## src/rtl/iter_shifter.sv

```systemverilog
// Multi-cycle shift/rotate unit. Shifts a WIDTH-bit operand by up to STEP
// bit positions per clock until the requested amount has been applied.
// The final value is published on result together with a one-cycle done pulse.
//
// state | meaning
// ------+-----------------------------------------------------------------
// IDLE  | waiting for start
// SHIFT | iterating; work/rem hold the in-flight operand and remaining amount
// DONE  | result valid, done=1 for this cycle; a new start may be accepted here
module iter_shifter #(
  parameter int WIDTH   = 32,
  parameter int STEP    = 4,
  parameter int SHAMT_W = $clog2(WIDTH)
) (
  input  logic               Clock,
  input  logic               clear,
  input  logic               start,
  input  logic [2:0]         mode,
  input  logic [WIDTH-1:0]   operand,
  input  logic [SHAMT_W-1:0] shamt,
  output logic [WIDTH-1:0]   result,
  output logic               busy,
  output logic               done,
  output logic               err
);

  typedef enum logic [1:0] {
    IDLE  = 2'd0,
    SHIFT = 2'd1,
    DONE  = 2'd2
  } state_t;

  localparam logic [2:0] MODE_SHR  = 3'd0;
  localparam logic [2:0] MODE_SHRA = 3'd1;
  localparam logic [2:0] MODE_SHL  = 3'd2;
  localparam logic [2:0] MODE_ROR  = 3'd3;
  localparam logic [2:0] MODE_ROL  = 3'd4;

  // One extra bit so that STEP == WIDTH still compares correctly against rem.
  localparam logic [SHAMT_W:0] STEP_C = (SHAMT_W + 1)'(STEP);

  state_t               state;
  logic [2:0]           mode_q;
  logic [WIDTH-1:0]     work;
  logic [SHAMT_W-1:0]   rem;

  logic [SHAMT_W-1:0]   step_k;
  logic [SHAMT_W-1:0]   rem_next;
  logic [WIDTH-1:0]     work_next;
  logic [2*WIDTH-1:0]   rot_r;
  logic [2*WIDTH-1:0]   rot_l;

  // Next work/rem for one iteration: shift by k = min(rem, STEP).
  always_comb begin
    step_k    = '0;
    rem_next  = '0;
    work_next = work;
    rot_r     = '0;
    rot_l     = '0;
    // When rem >= STEP, STEP <= WIDTH-1 and fits the SHAMT_W-bit slice.
    if ({1'b0, rem} < STEP_C) begin
      step_k = rem;
    end else begin
      step_k = STEP_C[SHAMT_W-1:0];
    end
    rem_next = rem - step_k;
    rot_r    = {work, work} >> step_k;
    rot_l    = {work, work} << step_k;
    case (mode_q)
      MODE_SHR:  work_next = work >> step_k;
      MODE_SHRA: work_next = $signed(work) >>> step_k;
      MODE_SHL:  work_next = work << step_k;
      MODE_ROR:  work_next = rot_r[WIDTH-1:0];
      MODE_ROL:  work_next = rot_l[2*WIDTH-1:WIDTH];
      default:   work_next = work;
    endcase
  end

  // Control FSM with registered outputs; result only changes on entry to DONE.
  always_ff @(posedge Clock or posedge clear) begin
    if (clear) begin
      state  <= IDLE;
      mode_q <= '0;
      work   <= '0;
      rem    <= '0;
      result <= '0;
      busy   <= 1'b0;
      done   <= 1'b0;
      err    <= 1'b0;
    end else begin
      case (state)
        IDLE, DONE: begin
          done <= 1'b0;
          busy <= 1'b0;
          if (start) begin
            mode_q <= mode;
            work   <= operand;
            rem    <= shamt;
            if (mode > MODE_ROL) begin
              result <= operand;
              err    <= 1'b1;
              done   <= 1'b1;
              state  <= DONE;
            end else if (shamt == '0) begin
              result <= operand;
              err    <= 1'b0;
              done   <= 1'b1;
              state  <= DONE;
            end else begin
              err    <= 1'b0;
              state  <= SHIFT;
            end
          end else begin
            state <= IDLE;
          end
        end
        SHIFT: begin
          work <= work_next;
          rem  <= rem_next;
          if (rem_next == '0) begin
            result <= work_next;
            busy   <= 1'b0;
            done   <= 1'b1;
            state  <= DONE;
          end else begin
            // busy is only raised once an iteration leaves work outstanding,
            // so single-iteration operations never show busy.
            busy <= 1'b1;
          end
        end
        default: begin
          state <= IDLE;
          busy  <= 1'b0;
          done  <= 1'b0;
        end
      endcase
    end
  end

endmodule

```

## config.mk

```make
export PLATFORM = sky130hd
export DESIGN_NAME = iter_shifter
export DESIGN_NICKNAME = d
export VERILOG_FILES = /design/src/rtl/iter_shifter.sv
export SDC_FILE = /design/constraint.sdc
export NUM_CORES = 1
export LEC_CHECK = 0
export ABC_AREA = 1
export BUFFER_PORTS_ARGS = -buffer_cell sky130_fd_sc_hd__buf_4
export CORE_UTILIZATION = 35
export CTS_CLUSTER_DIAMETER = 60
export DETAILED_ROUTE_END_ITERATION = 8
export SETUP_SLACK_MARGIN = 0.1
export SYNTH_ARGS = -nofsm -noshare
export SYNTH_HDL_FRONTEND = slang
export SYNTH_SLANG_ARGS = --single-unit
```

## constraint.sdc

```tcl
create_clock -name Clock -period 3.22 [get_ports Clock]
set_clock_uncertainty 0.05 [all_clocks]
set_input_delay 0.322 -clock Clock [delete_from_list [all_inputs] [get_ports Clock]]
set_output_delay 0.322 -clock Clock [all_outputs]
set_load 0.02 [all_outputs]
```

Word level (Yosys, flattened, before mapping):

Cells that the tools add are included.

* word-level logic and storage cells: 58
* bits in registers: 77
* input port bits: 43
* output and inout port bits: 35

* equality and inequality tests: 9
* order comparisons: 2
* mux-type cells: 24
* add/subtract/negate cells: 1
* shift-type cells: 5
* reduce and logical (&&, ||, !) cells: 9

Operators by type and width (number)
* two-way mux 32 bit: 5
* one-hot mux 32 bit (5 select lines): 1
* one-hot mux 32 bit (2 select lines): 2
* << shifter 64 x 5 -> 64 bit: 1
* >> shifter 64 x 5 -> 32 bit: 1
* << shifter 32 x 5 -> 32 bit: 1
* >> shifter 32 x 5 -> 32 bit: 1
* >>> shifter 32 x 5 -> 32 bit: 1
* logical NOT 5 bit: 2
* two-way mux 5 bit: 2
* one-hot mux 5 bit (2 select lines): 1
* two-way mux 2 bit: 4
* two-way mux 1 bit: 7
* equality test 3 x 2 -> 1 bit (second input constant): 2
* less-than comparator 5 x 3 -> 1 bit (second input constant): 1
* subtractor 5 bit: 1
* inequality test 2 bit (second input constant): 2
* one-hot mux 2 bit (2 select lines): 1
* AND reduction 2 bit: 2
* AND reduction 4 bit: 1
* equality test 3 x 1 -> 1 bit (second input constant): 1
* equality test 3 bit (second input constant): 1
* > comparator 3 bit (second input constant): 1
* logical NOT 3 bit: 1
* other kinds (7): 7

Depth between registers and ports, before layout:

Gate-level depths: netlist of the first run.

* depth in word-level cells: 6
* gate-level depth with buffers: 16
* mapped depth without buffers: 15

Least setup slack after synthesis of the first run:

No wires, ideal clock.

* path kind: register to register
* start: reg rem[4]
* end: reg result[31]
* data required time: 3053 ps
* library setup time: 117 ps
* slack: 1206 ps
* arrival: 1847 ps
* clock period less this slack: 2014 ps
* stages on the path, launching flop included: 14
* path through: dfrtp_1 -> nor2_8 -> nand2_4 -> nand2_2 -> ha_1 -> a21oi_1 -> nand2_1 -> nor2_1 -> nand3_1 -> nand2_2 -> inv_2 -> buf_4 -> nand2_1 -> nand2_1

* cells in the longest elaborated chain, start to end: 6

RTL lines
* from (decl): line 45 `logic [SHAMT_W-1:0] rem;`
* from (signal assigned): line 98 `rem <= shamt;`
* from (signal assigned): line 119 `rem <= rem_next;`
* less-than comparator 5 x 3 -> 1 bit: line 61 `if ({1'b0, rem} < STEP_C) begin`
* two-way mux 5 bit: line 61
* << shifter 64 x 5 -> 64 bit, or another cell as far along: line 68 `rot_l = {work, work} << step_k;`
* one-hot mux 32 bit (5 select lines) or logical NOT 5 bit (tied branches): line 69, 120
* two-way mux 32 bit or inequality test 2 bit (tied branches)
* one-hot mux 32 bit (2 select lines) or AND reduction 4 bit (tied branches)
* to (signal assigned): line 100 `result <= operand;`
* to (signal assigned): line 105 `result <= operand;`
* to (signal assigned): line 121 `result <= work_next;`
* to (decl): line 21 `output logic [WIDTH-1:0] result,`

Parallel ways exist; a longest one is shown, timed or not. The select of a mux whose other input is x is not followed.
A chain may end at the register's enable or synchronous reset.

Final worst setup path of the first run:

* start: reg mode_q[2]
* end: reg work[30]

* cells in the longest elaborated chain, start to end: 3

RTL lines
* from (decl): line 43 `logic [2:0] mode_q;`
* from (signal assigned): line 96 `mode_q <= mode;`
* equality test 3 bit, or another cell as far along: line 69 `case (mode_q)`
* one-hot mux 32 bit (5 select lines) *: line 69
* one-hot mux 32 bit (2 select lines) *: line 91 `case (state)`
* to (signal assigned): line 97 `work <= operand;`
* to (signal assigned): line 118 `work <= work_next;`
* to (decl): line 44 `logic [WIDTH-1:0] work;`

Mark *: on every way between the ends. The rest lies on a longest branch, timed or not.

==> results of run 1 <==
[cell usage after synthesis (all sizes together), types with 2 or more instances]
master    n
a21oi    45
buf      38
clkbuf   20
dfrtp    76
inv      70
nand2   434
nand3   220
nand3b    2
nand4     8
nor2     44
o211ai    3
o21ai    58
o22ai     2
or2       5
[registers in the layout, summed over array words and instances (netlist names)]
register / cells
busy: 1
done: 1
err: 1
mode_q: 3
rem: 5
result: 32
state: 1
work: 32
[path summary, 6_finish.rpt]
kind	startpoint	end	slack, ns	cells past startpoint
max	mode_q[2]	work[30]	0.57	13
min	clear	result[14]	0.02	2
max reg2reg	mode_q[2]	work[30]	0.57	13
min reg2reg	work[20]	work[20]	0.43	2
max in group asynchronous	clear	rem[2]	2.37	3
min in group Clock	mode[2]	mode_q[2]	0.15	3
[layer usage]
metal	global-route usage (%)	vias up	wire [um]
li1	-	3467	-
met1	36.2	3291	10500
met2	35.8	285	9080
met3	4.24	31	1650
met4	6.43	0	415
met5	0	-	0
[layout make-up]
type / instances / area share, %
flip-flops and latches: 76 / 26.4
clock buffers: 10 / 3.18
inverters: 71 / 3.71
well taps: 225 / 3.90
clock inverters: 6 / 1.30
repair buffers: 96 / 10.5
multi-input cells: 829 / 51.0
[logic make-up (layout without fill, tap and decap cells)]
logic type | after synthesis | in the layout | share of synthesized area, %
AND/OR/NAND/NOR | 714 | 714 | 49.9
buffers and inverters | 129 | 183 | 9.22
AO/OA/AOI/OAI | 112 | 112 | 9.53
flip-flops | 76 | 76 | 30.9
adder cells (fa/ha/maj) | 1 | 1 | 0.204
other | 1 | 1 | 0.0610
XOR/XNOR | 1 | 1 | 0.143
[power breakdown]
part	leakage (nW)	switching, mW	internal (mW)
sequential	0.947	0.347	1.42
clock	0.154	0.434	0.687
combinational	2.73	4.67	2.05
total	3.83	5.45	4.16
[worst max-delay path: stages, from the launching register on]
cell and delay [ns]:
sky130_fd_sc_hd__dfrtp_1 0.45, sky130_fd_sc_hd__inv_2 0.08, sky130_fd_sc_hd__nand3_2 0.09, sky130_fd_sc_hd__o21ai_2 0.05, sky130_fd_sc_hd__buf_4 0.17, sky130_fd_sc_hd__nor2_4 0.35
sky130_fd_sc_hd__nand2_4 0.23, sky130_fd_sc_hd__inv_2 0.49, sky130_fd_sc_hd__a21oi_1 0.10, sky130_fd_sc_hd__nand4_1 0.19, sky130_fd_sc_hd__nand2_1 0.10, sky130_fd_sc_hd__nand2_1 0.10
sky130_fd_sc_hd__nand2_1 0.07, sky130_fd_sc_hd__nand2_1 0.07
==> metrics.txt, run 1 <==
# TYPE chip_impl_metric gauge
chip_impl_metric{name="maximum_clock_rate",unit="MHz"} 377
chip_impl_metric{name="die-height",unit="um"} 135
chip_impl_metric{name="post_cts.resized_instances",unit=""} 0
chip_impl_metric{name="multi_input_area",unit="um^2"} 3680
chip_impl_metric{name="worstSkewPairLatency",unit="ns"} 0.34
chip_impl_metric{name="finalMaxSlewViolations",unit=""} 0
chip_impl_metric{name="dpl-instance-area",unit="um^2"} 6890
chip_impl_metric{name="post-cts-setup-buffer-count",unit=""} 0
chip_impl_info{name="commonest_cells_after_routing_fill_and_taps_aside",value="sky130_fd_sc_hd__nand2_1 (428), sky130_fd_sc_hd__nand3_1 (218), sky130_fd_sc_hd__buf_4 (93)"} 1
chip_impl_metric{name="cp_max_fo",unit=""} 29
chip_impl_metric{name="routabilityCongestion",unit=""} 0.949
chip_impl_metric{name="synth-edff-count",unit=""} 0
chip_impl_metric{name="timing.setup.tns",unit="ns"} 0
chip_impl_metric{name="drtIter0Drc",unit=""} 734
chip_impl_metric{name="synthToLayoutAreaGrowth",unit="%"} 17.3
chip_impl_metric{name="fin_util",unit="%"} 41.8
chip_impl_metric{name="drv_cap",unit=""} 0
chip_impl_metric{name="final.period_utilization",unit="%"} 82.5
chip_impl_metric{name="grt_use_total",unit="%"} 24.3
chip_impl_metric{name="yosys.area.top_type_share",unit="%"} 30.9
chip_impl_info{name="worst_setup_path_start_kind",value="flop"} 1
chip_impl_info{name="status",value="finished, final reports clean"} 1
chip_impl_metric{name="mean_instance_size_in_the_synthesized_netlist",unit="um^2"} 5.95
chip_impl_metric{name="synth.lib_cells_used.distinct",unit=""} 35
chip_impl_metric{name="place.port_buffers",unit=""} 77
chip_impl_metric{name="grt_max_degree",unit=""} 60
chip_impl_metric{name="fin_crit",unit="ns"} 2.65
chip_impl_info{name="rsz_0062_raised_after_global_routing",value="no"} 1
chip_impl_metric{name="sequential_cell_area",unit="um^2"} 1900
chip_impl_metric{name="synth.cell_area",unit="um^2"} 6150
chip_impl_metric{name="fillCellCount",unit=""} 1890
chip_impl_metric{name="ctsLongestPathBuffers",unit=""} 2
chip_impl_metric{name="worst_slew_margin_rel",unit="%"} 53.7
chip_impl_metric{name="number_of_global_route_vias_before_repair",unit=""} 6489
chip_impl_metric{name="core_area",unit="um^2"} 17200
chip_impl_info{name="final_common_cell",value="sky130_fd_sc_hd__nand2_1"} 1
chip_impl_metric{name="setup_violating_endpoint_count_in_the_final_report",unit=""} 0
chip_impl_metric{name="hpwl_reported_at_the_end_of_detailed_placement",unit="mm"} 15.6
chip_impl_metric{name="cts_num_sinks",unit=""} 76
chip_impl_info{name="setup.worst_path.class",value="reg -> reg"} 1
chip_impl_metric{name="diodes",unit=""} 0
chip_impl_metric{name="grt_first_pass_wirelength",unit="mm"} 34.4
chip_impl_metric{name="placed_cells",unit=""} 1297
chip_impl_metric{name="p_per_area",unit="nW/um^2"} 1330
chip_impl_metric{name="initial_utilization",unit="%"} 35.7
chip_impl_metric{name="required",unit="ns"} 3.45
chip_impl_metric{name="vias_per_cell",unit=""} 5.39
chip_impl_metric{name="postCtsHoldBufs",unit=""} 0
chip_impl_metric{name="placement.setup.worst_slack",unit="ns"} 0.629
chip_impl_metric{name="cts_made_buffers",unit=""} 9
chip_impl_metric{name="syn_nets",unit=""} 1078
chip_impl_metric{name="routedWlPerCell",unit="um"} 16.5
chip_impl_metric{name="die_area",unit="um^2"} 18100
chip_impl_metric{name="worst_slew_pin_slew",unit="ns"} 0.693
chip_impl_info{name="synthTopCellsByArea",value="sky130_fd_sc_hd__dfrtp_1 (31%), sky130_fd_sc_hd__nand2_1 (26%), sky130_fd_sc_hd__nand3_1 (18%)"} 1
chip_impl_metric{name="postLayoutSetupSlackWorst",unit="ns"} 0.565
chip_impl_metric{name="die_x",unit="um"} 135
chip_impl_info{name="tritoncts",value="built"} 1
chip_impl_metric{name="antenna_violations_before_repair",unit=""} 0
chip_impl_metric{name="timing.critical_path.arrival",unit="ns"} 2.89
chip_impl_metric{name="grt.overflow.total",unit=""} 0
chip_impl_metric{name="postRouteWirelength",unit="mm"} 21.6
chip_impl_metric{name="synth.ff_latch_count",unit=""} 76
chip_impl_metric{name="number_of_standard_cell_rows_in_the_floorplan",unit=""} 48
chip_impl_metric{name="irDropWorstVdd",unit="mV"} 0.602
chip_impl_metric{name="stdcell_count",unit=""} 1313
chip_impl_info{name="setup.worst_path.end_class",value="flop"} 1
chip_impl_info{name="synth_largest_area_cell",value="sky130_fd_sc_hd__dfrtp_1"} 1
chip_impl_metric{name="drt.antenna.violating_nets",unit=""} 0
chip_impl_metric{name="final_layout_size_suffix_gt1_share",unit="%"} 12.9
chip_impl_metric{name="finalPower",unit="mW"} 9.60
chip_impl_metric{name="final_nets",unit=""} 1127
chip_impl_metric{name="clock_tree.htree_level_count",unit=""} 3
chip_impl_metric{name="report.final.hold_viol_count",unit=""} 0
chip_impl_metric{name="route.vias.total",unit=""} 7074
chip_impl_metric{name="num_io_pins",unit=""} 78
chip_impl_metric{name="ys_warn_count",unit=""} 0
chip_impl_metric{name="leakage",unit="nW"} 3.83
chip_impl_metric{name="synth_seq_area_share",unit="%"} 30.9
chip_impl_info{name="cts.root.buffer_cell",value="sky130_fd_sc_hd__clkbuf_16"} 1
chip_impl_info{name="worstHoldPathType",value="in -> async"} 1
chip_impl_metric{name="drc",unit=""} 0
chip_impl_metric{name="path_clk_slew",unit="ns"} 0.07
chip_impl_metric{name="post-route-cell-area",unit="um^2"} 7210
chip_impl_metric{name="ys_async_sr_fraction",unit="%"} 100
chip_impl_info{name="synth_top_flop_cell",value="sky130_fd_sc_hd__dfrtp_1"} 1
chip_impl_metric{name="hold-worst-slack",unit="ns"} 0.0195
chip_impl_metric{name="detailedRoute.firstPassIterationCount",unit=""} 5
chip_impl_metric{name="synthesis.instances",unit=""} 1034
Power figures use the tool's default switching activity.
==> run 2, diff against run 1 <==
--- a/config.mk
+++ b/config.mk
@@ -5,7 +5,7 @@
 export SDC_FILE = /design/constraint.sdc
 export NUM_CORES = 1
 export LEC_CHECK = 0
-export ABC_AREA = 1
+export ABC_AREA = 0
 export BUFFER_PORTS_ARGS = -buffer_cell sky130_fd_sc_hd__buf_4
 export CORE_UTILIZATION = 35
 export CTS_CLUSTER_DIAMETER = 60
==> constraint.sdc (replaced) <==
create_clock -name Clock -period 2.4 [get_ports Clock]
set_clock_uncertainty 0.05 [all_clocks]
set_input_delay 0.24 -clock Clock [delete_from_list [all_inputs] [get_ports Clock]]
set_output_delay 0.24 -clock Clock [all_outputs]
set_load 0.02 [all_outputs]
==> metrics.txt, run 2 <==
# TYPE chip_impl_metric gauge
chip_impl_metric{name="synth-edff-count",unit=""} 0
chip_impl_info{name="rsz_0062_raised_after_global_routing",value="yes"} 1
chip_impl_metric{name="route.vias.total",unit=""} 7606
chip_impl_metric{name="grt.overflow.total",unit=""} 0
chip_impl_info{name="cts.root.buffer_cell",value="sky130_fd_sc_hd__clkbuf_16"} 1
chip_impl_info{name="worst_path_max_delay_cell",value="sky130_fd_sc_hd__or4b_4"} 1
chip_impl_metric{name="critical_path_depth",unit=""} 8
chip_impl_info{name="commonest_cells_after_routing_fill_and_taps_aside",value="sky130_fd_sc_hd__buf_4 (188), sky130_fd_sc_hd__nand2_1 (110), sky130_fd_sc_hd__dfrtp_1 (76)"} 1
chip_impl_info{name="setup.worst_path.class",value="reg -> reg"} 1
chip_impl_info{name="violated_checks",value="design-rule violations, negative setup slack"} 1
chip_impl_info{name="worstPathCellList",value="buf_6, or4b_4, buf_12, a21oi_2, o22ai_2, a221oi_2, nor2_1, a221o_1"} 1
chip_impl_metric{name="yosys.area.top_type_share",unit="%"} 29.0
chip_impl_metric{name="postRouteWirelength",unit="mm"} 28.3
chip_impl_metric{name="cp_max_fo",unit=""} 10
chip_impl_metric{name="final.period_utilization",unit="%"} 109
chip_impl_metric{name="initial_utilization",unit="%"} 36.2
chip_impl_info{name="worstHoldPathType",value="in -> reg"} 1
chip_impl_metric{name="ys_async_sr_fraction",unit="%"} 100
chip_impl_info{name="post_synth_most_frequent_cells",value="sky130_fd_sc_hd__nand2_1 (120), sky130_fd_sc_hd__dfrtp_1 (76), sky130_fd_sc_hd__clkbuf_1 (70)"} 1
chip_impl_metric{name="timing.critical_path.arrival",unit="ns"} 2.79
chip_impl_metric{name="synth.ff_latch_count",unit=""} 76
chip_impl_metric{name="mean_instance_size_in_the_synthesized_netlist",unit="um^2"} 8.26
chip_impl_metric{name="die_x",unit="um"} 139
chip_impl_metric{name="p_per_area",unit="nW/um^2"} 1760
chip_impl_info{name="worstSetupStartpoint",value="rem[3]"} 1
chip_impl_info{name="worstReg2RegStart",value="rem[3]"} 1
chip_impl_metric{name="drc",unit=""} 2
chip_impl_metric{name="crit_path_buf_inv_count",unit=""} 2
chip_impl_metric{name="synth.cell_area",unit="um^2"} 6570
chip_impl_metric{name="worstRegToRegCells",unit=""} 8
chip_impl_metric{name="drtIter0Drc",unit=""} 1063
chip_impl_metric{name="path_clk_slew",unit="ns"} 0.06
chip_impl_metric{name="detailedRoute.firstPassIterationCount",unit=""} 8
chip_impl_info{name="tritoncts",value="built"} 1
chip_impl_metric{name="routedWlPerCell",unit="um"} 24.4
chip_impl_metric{name="multi_input_area",unit="um^2"} 4800
chip_impl_info{name="timing.critical_path.max_delay_family",value="compound AO/OA/AOI/OAI gates"} 1
chip_impl_metric{name="clock_tree.htree_level_count",unit=""} 3
chip_impl_metric{name="antenna_violations_before_repair",unit=""} 0
chip_impl_metric{name="groute.layer.met3.usage",unit="%"} 6.18
chip_impl_info{name="yosysMostFrequentCell",value="sky130_fd_sc_hd__nand2_1"} 1
chip_impl_info{name="worst_setup_path_start_kind",value="flop"} 1
chip_impl_metric{name="drt.antenna.violating_nets",unit=""} 0
chip_impl_metric{name="final_layout_size_suffix_gt1_share",unit="%"} 42.1
chip_impl_metric{name="routabilityCongestion",unit=""} 0.953
chip_impl_metric{name="synth.lib_cells_used.distinct",unit=""} 77
chip_impl_metric{name="die-height",unit="um"} 139
chip_impl_metric{name="ctsLongestPathBuffers",unit=""} 2
chip_impl_metric{name="grt_first_pass_wirelength",unit="mm"} 43.5
chip_impl_metric{name="required",unit="ns"} 2.58
chip_impl_metric{name="num_io_pins",unit=""} 78
chip_impl_metric{name="fillCellCount",unit=""} 1661
chip_impl_metric{name="number_of_standard_cell_rows_in_the_floorplan",unit=""} 49
chip_impl_metric{name="worstSkewPairLatency",unit="ns"} 0.35
chip_impl_info{name="worstReg2RegEnd",value="work[4]"} 1
chip_impl_metric{name="ys_warn_count",unit=""} 0
chip_impl_metric{name="grt_max_degree",unit=""} 47
chip_impl_metric{name="hold-worst-slack",unit="ns"} 0.0499
chip_impl_metric{name="maximum_clock_rate",unit="MHz"} 383
chip_impl_metric{name="fin_crit",unit="ns"} 2.61
chip_impl_metric{name="final_nets",unit=""} 975
chip_impl_metric{name="grt_use_total",unit="%"} 29.1
chip_impl_metric{name="sequential_cell_area",unit="um^2"} 1900
chip_impl_metric{name="die_area",unit="um^2"} 19300
chip_impl_metric{name="finalMaxSlewViolations",unit=""} 0
chip_impl_info{name="worstSetupEndpoint",value="work[4]"} 1
chip_impl_info{name="synth_largest_area_cell",value="sky130_fd_sc_hd__dfrtp_1"} 1
chip_impl_metric{name="postLayoutSetupSlackWorst",unit="ns"} -0.209
chip_impl_metric{name="worst_slew_pin_slew",unit="ns"} 0.721
chip_impl_metric{name="cts_made_buffers",unit=""} 9
chip_impl_metric{name="drv_cap",unit=""} 0
chip_impl_metric{name="cts_num_sinks",unit=""} 76
chip_impl_metric{name="core_area",unit="um^2"} 18100
chip_impl_metric{name="gr-usage-met2",unit="%"} 44.0
chip_impl_metric{name="setup_violating_endpoint_count_in_the_final_report",unit=""} 55
chip_impl_metric{name="irDropWorstVdd",unit="mV"} 1.30
chip_impl_metric{name="fin_util",unit="%"} 52.1
chip_impl_metric{name="number_of_global_route_vias_before_repair",unit=""} 7379
chip_impl_metric{name="reg2reg_setup_slack",unit="ns"} -0.21
chip_impl_metric{name="diodes",unit=""} 0
chip_impl_info{name="synthTopCellsByArea",value="sky130_fd_sc_hd__dfrtp_1 (29%), sky130_fd_sc_hd__mux4_2 (8.6%), sky130_fd_sc_hd__nand2_1 (6.9%)"} 1
chip_impl_metric{name="use_met1",unit="%"} 40.3
chip_impl_metric{name="syn_nets",unit=""} 839
chip_impl_info{name="status",value="finished with violations"} 1
chip_impl_metric{name="synthesis.instances",unit=""} 795
chip_impl_metric{name="synthToLayoutAreaGrowth",unit="%"} 44.1
chip_impl_info{name="most_used_routing_layer_in_global_routing",value="met2"} 1
chip_impl_metric{name="hpwl_reported_at_the_end_of_detailed_placement",unit="mm"} 18.9
chip_impl_metric{name="report.final.hold_viol_count",unit=""} 0
chip_impl_info{name="largest_regs",value="result (32), work (32), rem (5)"} 1
chip_impl_metric{name="place.port_buffers",unit=""} 77
chip_impl_metric{name="slowest_delay",unit="ns"} 0.64
chip_impl_metric{name="vias_per_cell",unit=""} 6.54
chip_impl_info{name="synth_top_flop_cell",value="sky130_fd_sc_hd__dfrtp_1"} 1
chip_impl_metric{name="leakage",unit="nW"} 3.82
chip_impl_metric{name="worst_slew_margin_rel",unit="%"} 51.9
chip_impl_info{name="setup.worst_path.end_class",value="flop"} 1
chip_impl_metric{name="synth_seq_area_share",unit="%"} 29.0
chip_impl_info{name="final_common_cell",value="sky130_fd_sc_hd__buf_4"} 1
run 2: cell types whose count changed after synthesis, sizes merged, moves of 25 or more:
cell / change
nand2: -314
nand3: -202
inv: -64
clkbuf: +50
mux2i: +39
mux4: +25
run 2: worst register-to-register path: cells and delay by family (launching register included):
kind / cells / cell delay (ns)
simple gates: 2 / 0.72
buf+inv: 2 / 0.34
compound gates: 4 / 0.97
flops: 1 / 0.42
run 2: worst min-delay path by stage:
stage             from    endpoint  depth (start not counted)
2_1_floorplan  mode[1]   mode_q[1]                          2
3_3_place_gp     clear  result[14]                          2
3_5_place_dp     clear  result[14]                          2
4_1_cts        mode[1]   mode_q[1]                          3
5_1_grt        mode[2]   mode_q[2]                          3
6_report       mode[1]   mode_q[1]                          3
run 2: repair_timing:
item	CTS	global route
endpoints found under the setup margin	64	64
hold buffers	1	0
buffers inserted	11	5
resized for setup	96	66
gates cloned	5	2
hold endpoints to repair	30	0
pin swaps	29	27
run 2: cells by family (layout without fill, tap and decap cells):
family	Yosys count	in the layout	synth area share (%)
flops	76	76	29.0
simple gates	251	251	17.3
other cells	1	1	0.0571
compound gates	285	285	30.0
xor+xnor	2	2	0.267
fa+ha+maj	1	1	0.191
mux	67	67	15.0
buf+inv	112	251	8.21
run 2: layer usage:
metal,wire length [um],share of wire (%)
met5,0,0
met3,3030,11
met1,11700,41
met4,1090,3.9
met2,12500,44
run 2: layout make-up:
| type | count | area share (%) |
|---|---|---|
| Timing Repair Buffer | 230 | 22.6 |
| Sequential cell | 76 | 20.1 |
| Tap cell | 229 | 3.03 |
| Clock inverter | 5 | 0.833 |
| Inverter | 7 | 0.370 |
| Multi-Input combinational cell | 607 | 50.7 |
| Clock buffer | 9 | 2.38 |
run 2: report_power, final:
group / switching [mW] / total [mW] / leakage, nW / internal (mW)
Sequential: 1.21 / 3.15 / 0.901 / 1.94
Combinational: 6.65 / 12.1 / 2.77 / 5.42
Clock: 0.575 / 1.47 / 0.151 / 0.898
Total: 8.44 / 16.7 / 3.82 / 8.26
run 2: metrics by stage:
step	worst slack, ns	std cells	TNS, ns	power [mW]	area [um^2]
floorplan	0.0829	795	0	8.88	6660
global placement	-0.308	1125	-6.96	13.0	8140
detailed placement	-0.263	1125	-8.12	13.0	8140
CTS	-0.116	1156	-2.58	15.6	9050
global route	-0.245	1163	-8.84	17.5	9460
finish	-0.209	1163	-4.83	16.7	9460
